[config.mk]
export PLATFORM = sky130hd
export DESIGN_NAME = reg_scan_display
export DESIGN_NICKNAME = d
export VERILOG_FILES = /design/src/rtl/reg_scan_pkg.sv /design/src/rtl/hex_to_seg.sv /design/src/rtl/reg_scan_display.sv
export SDC_FILE = /design/constraint.sdc
export NUM_CORES = 1
export LEC_CHECK = 0
export CORE_ASPECT_RATIO = 0.5
export CORE_MARGIN = 1.5
export CORE_UTILIZATION = 30
export CTS_BUF_LIST = sky130_fd_sc_hd__clkbuf_16
export CTS_CLUSTER_SIZE = 40
export DETAILED_ROUTE_END_ITERATION = 6
export SYNTH_ARGS = -nofsm -noshare
export SYNTH_HDL_FRONTEND = slang
export SYNTH_SLANG_ARGS = --single-unit
[constraint.sdc]
create_clock -name clk -period 2.3 [get_ports clk]
set_input_delay 0.575 -clock clk [delete_from_list [all_inputs] [get_ports clk]]
set_output_delay 0.575 -clock clk [all_outputs]
set_load 0.1 [all_outputs]
[src/rtl/reg_scan_pkg.sv]
// reg_scan_pkg: shared constants for the register-scan 7-segment display.
package reg_scan_pkg;
  localparam int NDIGITS = 8;
  localparam int NREGS = 32;
  localparam logic [7:0] SEG_BLANK = 8'hFF;
  localparam logic [6:0] SEG_HEX [16] = '{
    7'h40, 7'h79, 7'h24, 7'h30, 7'h19, 7'h12, 7'h02, 7'h78,
    7'h00, 7'h10, 7'h08, 7'h03, 7'h46, 7'h21, 7'h06, 7'h0E
  };
endpackage

[src/rtl/hex_to_seg.sv]
// hex_to_seg: nibble to active-low {dp,g..a} segments, dp off, optional blanking.
module hex_to_seg
  import reg_scan_pkg::*;
(
  input  logic [3:0] nib,
  input  logic       blank,
  output logic [7:0] seg
);
  assign seg = blank ? SEG_BLANK : {1'b1, SEG_HEX[nib]};
endmodule

[src/rtl/reg_scan_display.sv]
// reg_scan_display: scans the register-debug port onto an 8-digit multiplexed hex display.
// Optional macro LEADING_ZERO_BLANK_EN blanks leading zero digits (digit 0 always shown).
module reg_scan_display
  import reg_scan_pkg::*;
#(
  parameter int DIGIT_DIV      = 50000,
  parameter int FRAMES_PER_REG = 250
) (
  input  logic        clk,
  input  logic        rstn,
  input  logic        auto_mode,
  input  logic [4:0]  manual_sel,
  input  logic [31:0] reg_data,
  output logic [4:0]  reg_sel,
  output logic [7:0]  an,
  output logic [7:0]  seg
);
  localparam int CW = $clog2(DIGIT_DIV);
  localparam int FW = FRAMES_PER_REG > 1 ? $clog2(FRAMES_PER_REG) : 1;
  localparam int DW = $clog2(NDIGITS);
  logic [CW-1:0] cnt_q, cnt_d;
  logic [DW-1:0] digit_q, digit_d;
  logic [FW-1:0] frame_q, frame_d;
  logic [4:0]    scan_q, scan_d, reg_sel_q, reg_sel_d;
  logic [31:0]   shadow_q, shadow_d;
  logic [7:0]    an_q, an_d, seg_q, seg_d, seg_dec;
  logic          tick, boundary, advance, blank;
  // digit_q is the digit being put up on this tick; it advances on the same edge
  hex_to_seg u_hex (.nib(shadow_q[{digit_q, 2'b00} +: 4]), .blank(blank), .seg(seg_dec));
`ifdef LEADING_ZERO_BLANK_EN
  assign blank = (digit_q != '0) && ((shadow_q >> {digit_q, 2'b00}) == 32'h0);
`else
  assign blank = 1'b0;
`endif
  always_comb begin
    tick      = cnt_q == CW'(DIGIT_DIV - 1);
    boundary  = tick && (digit_q == DW'(NDIGITS - 1));
    advance   = boundary && auto_mode && (frame_q == FW'(FRAMES_PER_REG - 1));
    cnt_d     = tick ? '0 : cnt_q + 1'b1;
    digit_d   = tick ? digit_q + 1'b1 : digit_q;
    frame_d   = !(boundary && auto_mode) ? frame_q : advance ? '0 : frame_q + 1'b1;
    scan_d    = advance ? scan_q + 5'd1 : scan_q;
    reg_sel_d = auto_mode ? scan_q : manual_sel;
    shadow_d  = boundary ? reg_data : shadow_q;
    an_d      = tick ? ~(8'b1 << digit_q) : an_q;
    seg_d     = tick ? seg_dec : seg_q;
  end
  always_ff @(posedge clk) begin
    if (!rstn) begin
      cnt_q     <= '0;
      digit_q   <= '0;
      frame_q   <= '0;
      scan_q    <= '0;
      reg_sel_q <= '0;
      shadow_q  <= '0;
      an_q      <= SEG_BLANK;
      seg_q     <= SEG_BLANK;
    end else begin
      cnt_q     <= cnt_d;
      digit_q   <= digit_d;
      frame_q   <= frame_d;
      scan_q    <= scan_d;
      reg_sel_q <= reg_sel_d;
      shadow_q  <= shadow_d;
      an_q      <= an_d;
      seg_q     <= seg_d;
    end
  end
  assign reg_sel = reg_sel_q;
  assign an      = an_q;
  assign seg     = seg_q;
endmodule

After elaboration in Yosys (flattened, before gate mapping)
Memory sizes are Yosys's and may differ from the RTL's. A register that Yosys moved wholly into a read port is not among the register bits.
Index checks and enable logic that the tools add are counted.
- memories: 1
- memory bits (read-only): 112
- bits in registers: 77
- logic and storage cells: 27
- output and inout port bits: 21
- memories (memory ; depth ; width ; rd ports ; clocked after Yosys merged registers in ; wr ports ; RTL line ; RTL):
    (no name shown) ; 16 ; 7 ; 1 ; 1 ; 0 ; hex_to_seg.sv:9 ; assign seg = blank ? SEG_BLANK : {1'b1, SEG_HEX[nib]};
- equal/unequal tests: 3
- shifts and indexed selects: 2
- $add $sub $neg: 4
- bitwise gates (word level): 3
- muxes and demuxes: 2
- reductions and logical operators: 5
- operators with widths (cell ; count):
    $shiftx 32x6->4 ; 1
    $add 16x1->16 const B ; 1
    $eq 16x16->1 const B ; 1
    $add 8x1->8 const B ; 1
    $eq 8x8->1 const B ; 1
    $mux 8 ; 1
    $not 8->8 ; 1
    $shl 1x3->8 const A ; 1
    $add 5x1->5 const B ; 1
    $mux 5 ; 1
    $not 4->5 ; 1
    $add 3x1->3 const B ; 1
    $eq 3x3->1 const B ; 1
    $logic_and 1x1->1 ; 3
    $reduce_or 2->1 ; 1
    $logic_not 1->1 ; 1
    $not 1->1 ; 1

Depth between registers and ports, before layout
Gate-level depths: netlist (run 1).
- depth in word-level cells: 5
- gate-level depth with buffers: 9
- mapped depth without buffers: 8

Cells and area by module
From an unflattened synthesis (run 1), not the netlist that was laid out.
- cells, all modules: 466
- area total of the unflattened synthesis: 3942.5 um^2
- modules (own cells, without submodules) (module ; cells an instance ; times used ; seq. area each (um^2) ; area each (um^2)):
    reg_scan_display ; 429 ; 1 ; 1701.6 ; 3632.2
    hex_to_seg ; 37 ; 1 ; 0.0 ; 310.3

Worst setup path after synthesis (run 1)
Ideal clock, no wire load.
- kind: flip-flop to flip-flop
- from: register digit_q[0]
- to: register seg_q[3] (netlist: seg[3])
- path buffers: 1
- slack: -0.021 ns
- setup time: 0.128 ns
- cell stages (with the launch flop): 9
- arrival: 2.194 ns
- cell sequence: dfxtp_1 -> buf_6 -> mux4_2 -> mux2i_1 -> inv_1 -> ha_1 -> mux2_1 -> o32ai_1 -> nor2_1
- cells in the longest elaborated chain, start to end: 2
- RTL lines (what ; RTL line ; RTL):
    start: declaration ; reg_scan_display.sv:22 ; logic [DW-1:0] digit_q, digit_d;
    start signal: assignment ; reg_scan_display.sv:60 ; digit_q <= digit_d;
    $shiftx 32x6->4 ; reg_scan_display.sv:29 ; hex_to_seg u_hex (.nib(shadow_q[{digit_q, 2'b00} +: 4]), .blank(blank), .seg(seg_dec));
    $not 4->5 (not written as such) ; hex_to_seg.sv:9 ;
    end: declaration ; reg_scan_display.sv:26 ; logic [7:0] an_q, an_d, seg_q, seg_d, seg_dec;
Every way passes these cells.
A chain may end at the register's enable or synchronous reset.

Worst setup path in the final report (run 1)
Ends and elaborated chain as after synthesis.

==> qor.txt, run 1 <==
Die height: 81.7 um
Critical Path Start: digit_q[0]$_SDFFE_PN0P_
# setup viols final: 0
Synth area leader: dfxtp_1
Critical path type: flip-flop to flip-flop
Final Hold Viols: 0
Initial antenna violation count: 0
Routed vias: 2985
Post-synthesis sequential area ratio: 45.3%
Synth async-reset ratio: 0%
Critical Path End: seg[3]$_SDFFE_PN1P_
# DRC: 0
CTS Sinks: 84
Count of unique library cells instantiated by Yosys: 49
Largest net degree at the start of global routing: 43
Hold/Removal Path Class: flip-flop to flip-flop
I/O Pins: 61
Worst setup margin: 0.153 ns
Critical Path Max Stage Delay: 0.51 ns
Clk pin slew, worst setup/hold paths: 0.06 ns
Placement Setup Slack: -0.0702 ns
Initial DRC Count: 126
CP Launch Type: flip-flop
Period utilization: 93.3%
Area Overhead vs Synth: 31.4%
Cells after Synth: 415
Syn Nets: 470
CTS tree: built
Synth Area per Inst: 8.95 sq um
Synth Warn #: 0
Routed vias/inst: 4.57
Setup Fix Bufs, Post-CTS: 0
RR Startpoint: digit_q[0]$_SDFFE_PN0P_
First-pass DRT Iterations: 4
Maxcap violations: 0
CTS Buffer Depth: 2
Final ANT Viol Nets: 0
Rel. slew slack: 55.7%
Worst reg-to-reg path cell count: 6
CTS H-tree lvls: 3
Post-synth EDFFs: 0
Initial core utilization: 31.1%
Top-area cell type share of the netlist area: 45.3%
RR Endpoint: seg[3]$_SDFFE_PN1P_
Setup TNS: 0 ns
Worst slew pin tran: 0.658 ns
Commonest register cell after synthesis: dfxtp_1
Largest cells by area after synthesis: dfxtp_1 45%, nand2_1 7.8%, a21oi_1 5.9%
# rows: 28
Clk Latency, worst-skew pair: 0.34 ns
IO buf count: 59
Peak supply drop: 0.346 mV
Die ar.: 13100 sq um
Grt total ovfl: 0
CTS root buf: clkbuf_16
Final wirelength: 8130 um
Synthesized cell area: 3710 sq um
Pwr dens: 653 nW/um^2
Register bit total from synthesis: 84
Critical Path AT: 2.37 ns
CP endpoint kind: flip-flop
DP HPWL: 5940 um
Final core area utilization: 40.9%
RSZ-0062 raised after global routing: false
Num CTS Buffers: 9
Critical Path, Cell by Cell: mux4_2 > mux2_4 > ha_1 > mux2_1 > o32ai_1 > nor2_1
Clock Skew: 0.0117 ns
Vias in the first global route: 2799
Req. time, crit path: 2.52 ns
Status: finished, final reports clean
Layout net count: 538
Max Fanout on Critical Path: 7
R2R setup slack: 0.15 ns
Count leader, synth: dfxtp_1
Core Region: 11900 sq um
Antenna diode count: 0
Routed len/inst: 12.5 um
Fin crit period: 2.15 ns
Achievable frequency: 466 MHz
GR Util All Layers: 13.3%
Slowest CP cell: mux4_2
Most frequent cells after synthesis: 84 x dfxtp_1, 77 x nand2_1, 50 x nor2_1
Fin. max-slew vios: 0
Layout cells sized above 1: 15.4%
Chip width: 160 um
Leakage Power: 1.81 nW
Final GP Congestion: 0.790
Global-route wire length before repair: 13700 um
-- registers in the layout, indices dropped and copies added, names as in the netlist --
name,cells
shadow_q,32
an,8
cnt_q,16
seg,7
reg_sel,5
scan_q,5
digit_q,3
frame_q,8
-- report_power, final --
part | switching, W | internal, W
Sequential | 0.00000529 | 0.00146
Combinational | 0.0000807 | 0.0000820
Clock | 0.000604 | 0.000956
Total | 0.000690 | 0.00250
-- kinds of logic after synthesis --
logic type | share of synthesized area [%]
AO/OA/AOI/OAI | 9.63
XOR/XNOR | 5.66
adder cells (fa/ha/maj) | 5.05
buffers and inverters | 4.21
flip-flops | 45.3
multiplexers | 9.06
other | 0.101
AND/OR/NAND/NOR | 21.0
-- through the flow --
| step | total power [W] | area, sq um | hold slack, ns | cells |
|---|---|---|---|---|
| 6_report | 0.00319 | 4880 | 0.453 | 653 |
| 5_1_grt | 0.00331 | 4880 | 0.477 | 653 |
| 4_1_cts | 0.00324 | 4870 | 0.455 | 653 |
| 3_5_place_dp | 0.00166 | 4550 | 0.446 | 637 |
| 3_3_place_gp | 0.00166 | 4550 | 0.440 | 637 |
| 2_1_floorplan | 0.00157 | 3720 | 0.426 | 415 |
-- worst min-delay path by stage --
stage | to | startpoint | slack (ns) | cells after the start
CTS | shadow_q[28]$_SDFFE_PN0P_ | shadow_q[28]$_SDFFE_PN0P_ | 0.45 | 2
floorplan | cnt_q[0]$_SDFF_PP0_ | cnt_q[0]$_SDFF_PP0_ | 0.43 | 1
finish | shadow_q[28]$_SDFFE_PN0P_ | shadow_q[28]$_SDFFE_PN0P_ | 0.45 | 2
global placement | cnt_q[0]$_SDFF_PP0_ | cnt_q[0]$_SDFF_PP0_ | 0.44 | 1
global route | shadow_q[25]$_SDFFE_PN0P_ | shadow_q[25]$_SDFFE_PN0P_ | 0.48 | 2
detailed placement | shadow_q[28]$_SDFFE_PN0P_ | shadow_q[28]$_SDFFE_PN0P_ | 0.45 | 2
-- cell usage in the layout (no fill, tap or decap), types with 2 or more instances in the layout --
cell type        netlist  layout
nor4b_1                2       2
xor2_1                16      16
xnor2_1                8       8
mux4_2                 8       8
mux2i_1               10       9
nand4_1                7       7
o21ai_0                2       2
clkbuf_16              0       9
a21oi_1               44      44
clkinvlp_4             0       3
buf_4                  3      38
ha_1                  15      15
a31oi_1                5       5
and3_1                 4       4
inv_1                 10      10
and2_1                 3       3
o32ai_1                2       2
nor2_1                50      50
or3_1                  2       2
bufinv_16              0       2
a221oi_1               2       2
or4_1                  2       2
o31ai_1                2       2
nand3_1                9       9
nand2_1               77      77
dfxtp_1               84      83
clkdlybuf4s50_1        0      39
and4_1                 4       3
nor3_1                 3       3
buf_12                 0       3
-- layout make-up --
type / instances / area [sq um]
Clock buffer: 9 / 225
Clock inverter: 7 / 98.8
Fill cell: 1197 / 7060
Inverter: 12 / 45.0
Multi-Input combinational cell: 296 / 1890
Sequential cell: 84 / 1690
Tap cell: 165 / 206
Timing Repair Buffer: 80 / 736
-- layer usage --
layer	GRT usage (%)	vias to the layer above	share of wire (%)
met2	20.7	41	44
met3	3.84	7	3.4
met4	4.86	0	1.2
li1	-	1553	-
met5	0	-	0
met1	17.6	1384	52
-- timing repair --
item                       in CTS  in global routing
pin swaps                       0                  0
resized for setup               1                  3
setup endpoints to repair       4                  5
hold buffers                    0                  0
-- worst max-delay path: cells and delay by family (launching register included) --
| family | cells | cell delay (ns) |
|---|---|---|
| flops | 1 | 0.41 |
| fa+ha+maj | 1 | 0.23 |
| compound gates | 1 | 0.21 |
| mux | 3 | 1.11 |
| simple gates | 1 | 0.07 |
Note: power is estimated with default switching activity, not from simulation.
==> run 2: changes to the inputs <==
Settings changed: SKIP_CTS_REPAIR_TIMING set to 1, TNS_END_PERCENT set to 50.
==> run 2 against run 1 <==
Compared with the run above: via count is 0.13% lower; cell count stayed put; total power hardly changed; core utilization hardly changed; clock power hardly changed; hold slack hardly changed; non-clock buffer count stayed put; cell area hardly changed; wire length hardly changed.
==> qor.txt, run 2 (synthesis gave the netlist of run 1 again) <==
Initial core utilization: 31.1% (unchanged)
Clk pin slew, worst setup/hold paths: 0.06 ns (about the same)
Period utilization: 94.9% (was 93.3%)
Clk Latency, worst-skew pair: 0.34 ns (about the same)
Final Hold Viols: 0 (unchanged)
Clock Skew: 0.0117 ns (about the same)
Critical Path AT: 2.40 ns (was 2.37 ns)
Maxcap violations: 0 (unchanged)
Max Fanout on Critical Path: 7 (unchanged)
Worst setup margin: 0.117 ns (was 0.153 ns)
Antenna diode count: 0 (unchanged)
# setup viols final: 0 (unchanged)
Rel. slew slack: 55.7% (unchanged)
Req. time, crit path: 2.52 ns (about the same)
GR Util All Layers: 13.3% (unchanged)
Cell area after layout: 4880 sq um (about the same)
Buf/Inv on CP: 0 (unchanged)
Die height: 81.7 um (unchanged)
Worst slew pin tran: 0.658 ns (unchanged)
Regs by FF count: shadow_q x32, cnt_q x16 (unchanged)
Num CTS Buffers: 9 (unchanged)
Initial antenna violation count: 0 (unchanged)
Routed vias: 2981 (was 2985)
# DRC: 0 (unchanged)
Core Region: 11900 sq um (unchanged)
Slowest CP cell: mux4_2 (unchanged)
CTS root buf: clkbuf_16 (unchanged)
Critical Path, Cell by Cell: mux4_2 > mux2_2 > ha_1 > mux2_1 > o32ai_1 > nor2_1 (was mux4_2 > mux2_4 > ha_1 > mux2_1 > o32ai_1 > nor2_1)
Max reg flops: 32 (unchanged)
Global-route wire length before repair: 13700 um (unchanged)
CTS tree: built (unchanged)
Final core area utilization: 40.8% (was 40.9%)
Fin. max-slew vios: 0 (unchanged)
Top delay family on crit path: multiplexers (unchanged)
CTS H-tree lvls: 3 (unchanged)
Area Overhead vs Synth: 31.3% (was 31.4%)
I/O Pins: 61 (unchanged)
CP Launch Type: flip-flop (unchanged)
Routed len/inst: 12.5 um (about the same)
Achievable frequency: 458 MHz (was 466 MHz)
Die ar.: 13100 sq um (unchanged)
Area post-placement: 4550 sq um (unchanged)
Routed vias/inst: 4.57 (about the same)
Chip width: 160 um (unchanged)
Setup TNS: 0 ns (unchanged)
Pwr dens: 654 nW/um^2 (was 653 nW/um^2)
DP HPWL: 5940 um (unchanged)
Fin crit period: 2.18 ns (was 2.15 ns)
Design Power: 0.00319 W (about the same)
Most common cell after layout, fill and taps aside: dfxtp_1 (unchanged)
Most frequent cells in the layout: 83 x dfxtp_1, 77 x nand2_1, 50 x nor2_1, 44 x a21oi_1, 39 x clkdlybuf4s50_1 (unchanged)
Grt total ovfl: 0 (unchanged)
Status: finished, final reports clean (unchanged)
Largest register by flop count: shadow_q (unchanged)
CP endpoint kind: flip-flop (unchanged)
Vias in the first global route: 2799 (unchanged)
First-pass DRT Iterations: 4 (unchanged)
Leakage Power: 1.81 nW (about the same)
CTS Sinks: 84 (unchanged)
Placement Setup Slack: -0.0702 ns (unchanged)
Layout cells sized above 1: 15.4% (unchanged)
Layout net count: 538 (unchanged)
Largest net degree at the start of global routing: 43 (unchanged)
Peak supply drop: 0.346 mV (about the same)
Final ANT Viol Nets: 0 (unchanged)
CTS Buffer Depth: 2 (unchanged)
Final wirelength: 8140 um (was 8130 um)
Final GP Congestion: 0.790 (unchanged)
Hold/Removal Path Class: flip-flop to flip-flop (unchanged)
IO buf count: 59 (unchanged)
Critical Path Max Stage Delay: 0.51 ns (about the same)
# rows: 28 (unchanged)
Critical path type: flip-flop to flip-flop (unchanged)
Initial DRC Count: 131 (was 126)
-- run 2: cell types whose count changed in the layout (fill, tap and decap cells not counted) --
cell / change
mux2_2: +1
mux2_4: -1
-- run 2: final cells by class --
| cell class | instances | area, sq um |
|---|---|---|
| Inverter | 12 | 45.0 |
| Fill cell | 1197 | 7070 |
| Multi-Input combinational cell | 296 | 1880 |
| Clock inverter | 7 | 98.8 |
| Sequential cell | 84 | 1690 |
| Timing Repair Buffer | 80 | 736 |
| Tap cell | 165 | 206 |
| Clock buffer | 9 | 225 |
-- run 2: tightest hold or removal path: cells and delay by family, from the launching register on --
| family | cells | cell delay, ns |
|---|---|---|
| flops | 1 | 0.31 |
| simple gates | 1 | 0.05 |
| compound gates | 1 | 0.05 |
-- run 2: power by group --
group          total (W)  internal [W]  switching [W]
clock            0.00156      0.000956       0.000604
combinational   0.000163     0.0000820      0.0000807
sequential       0.00147       0.00146     0.00000527
total            0.00319       0.00250       0.000690
-- run 2: path summary, 6_finish.rpt --
kind | start | end | slack, ns | cells past startpoint
worst min register to register | shadow_q[28]$_SDFFE_PN0P_ | shadow_q[28]$_SDFFE_PN0P_ | 0.45 | 2
worst max-delay path | digit_q[0]$_SDFFE_PN0P_ | seg[3]$_SDFFE_PN1P_ | 0.12 | 6
worst max register to register | digit_q[0]$_SDFFE_PN0P_ | seg[3]$_SDFFE_PN1P_ | 0.12 | 6
worst min-delay path | shadow_q[28]$_SDFFE_PN0P_ | shadow_q[28]$_SDFFE_PN0P_ | 0.45 | 2
-- run 2: stage by stage --
step           cells  hold slack (ns)
2_1_floorplan    415            0.426
3_3_place_gp     637            0.440
3_5_place_dp     637            0.446
4_1_cts          653            0.455
5_1_grt          653            0.477
6_report         653            0.453
-- run 2: metal layers --
metal  vias up  part of all wire [%]  GRT usage, %
met3         7                   3.0          3.84
met2        38                    44          20.7
met4         0                   1.2          4.86
li1       1553                     -             -
met5         -                     0             0
met1      1383                    52          17.6
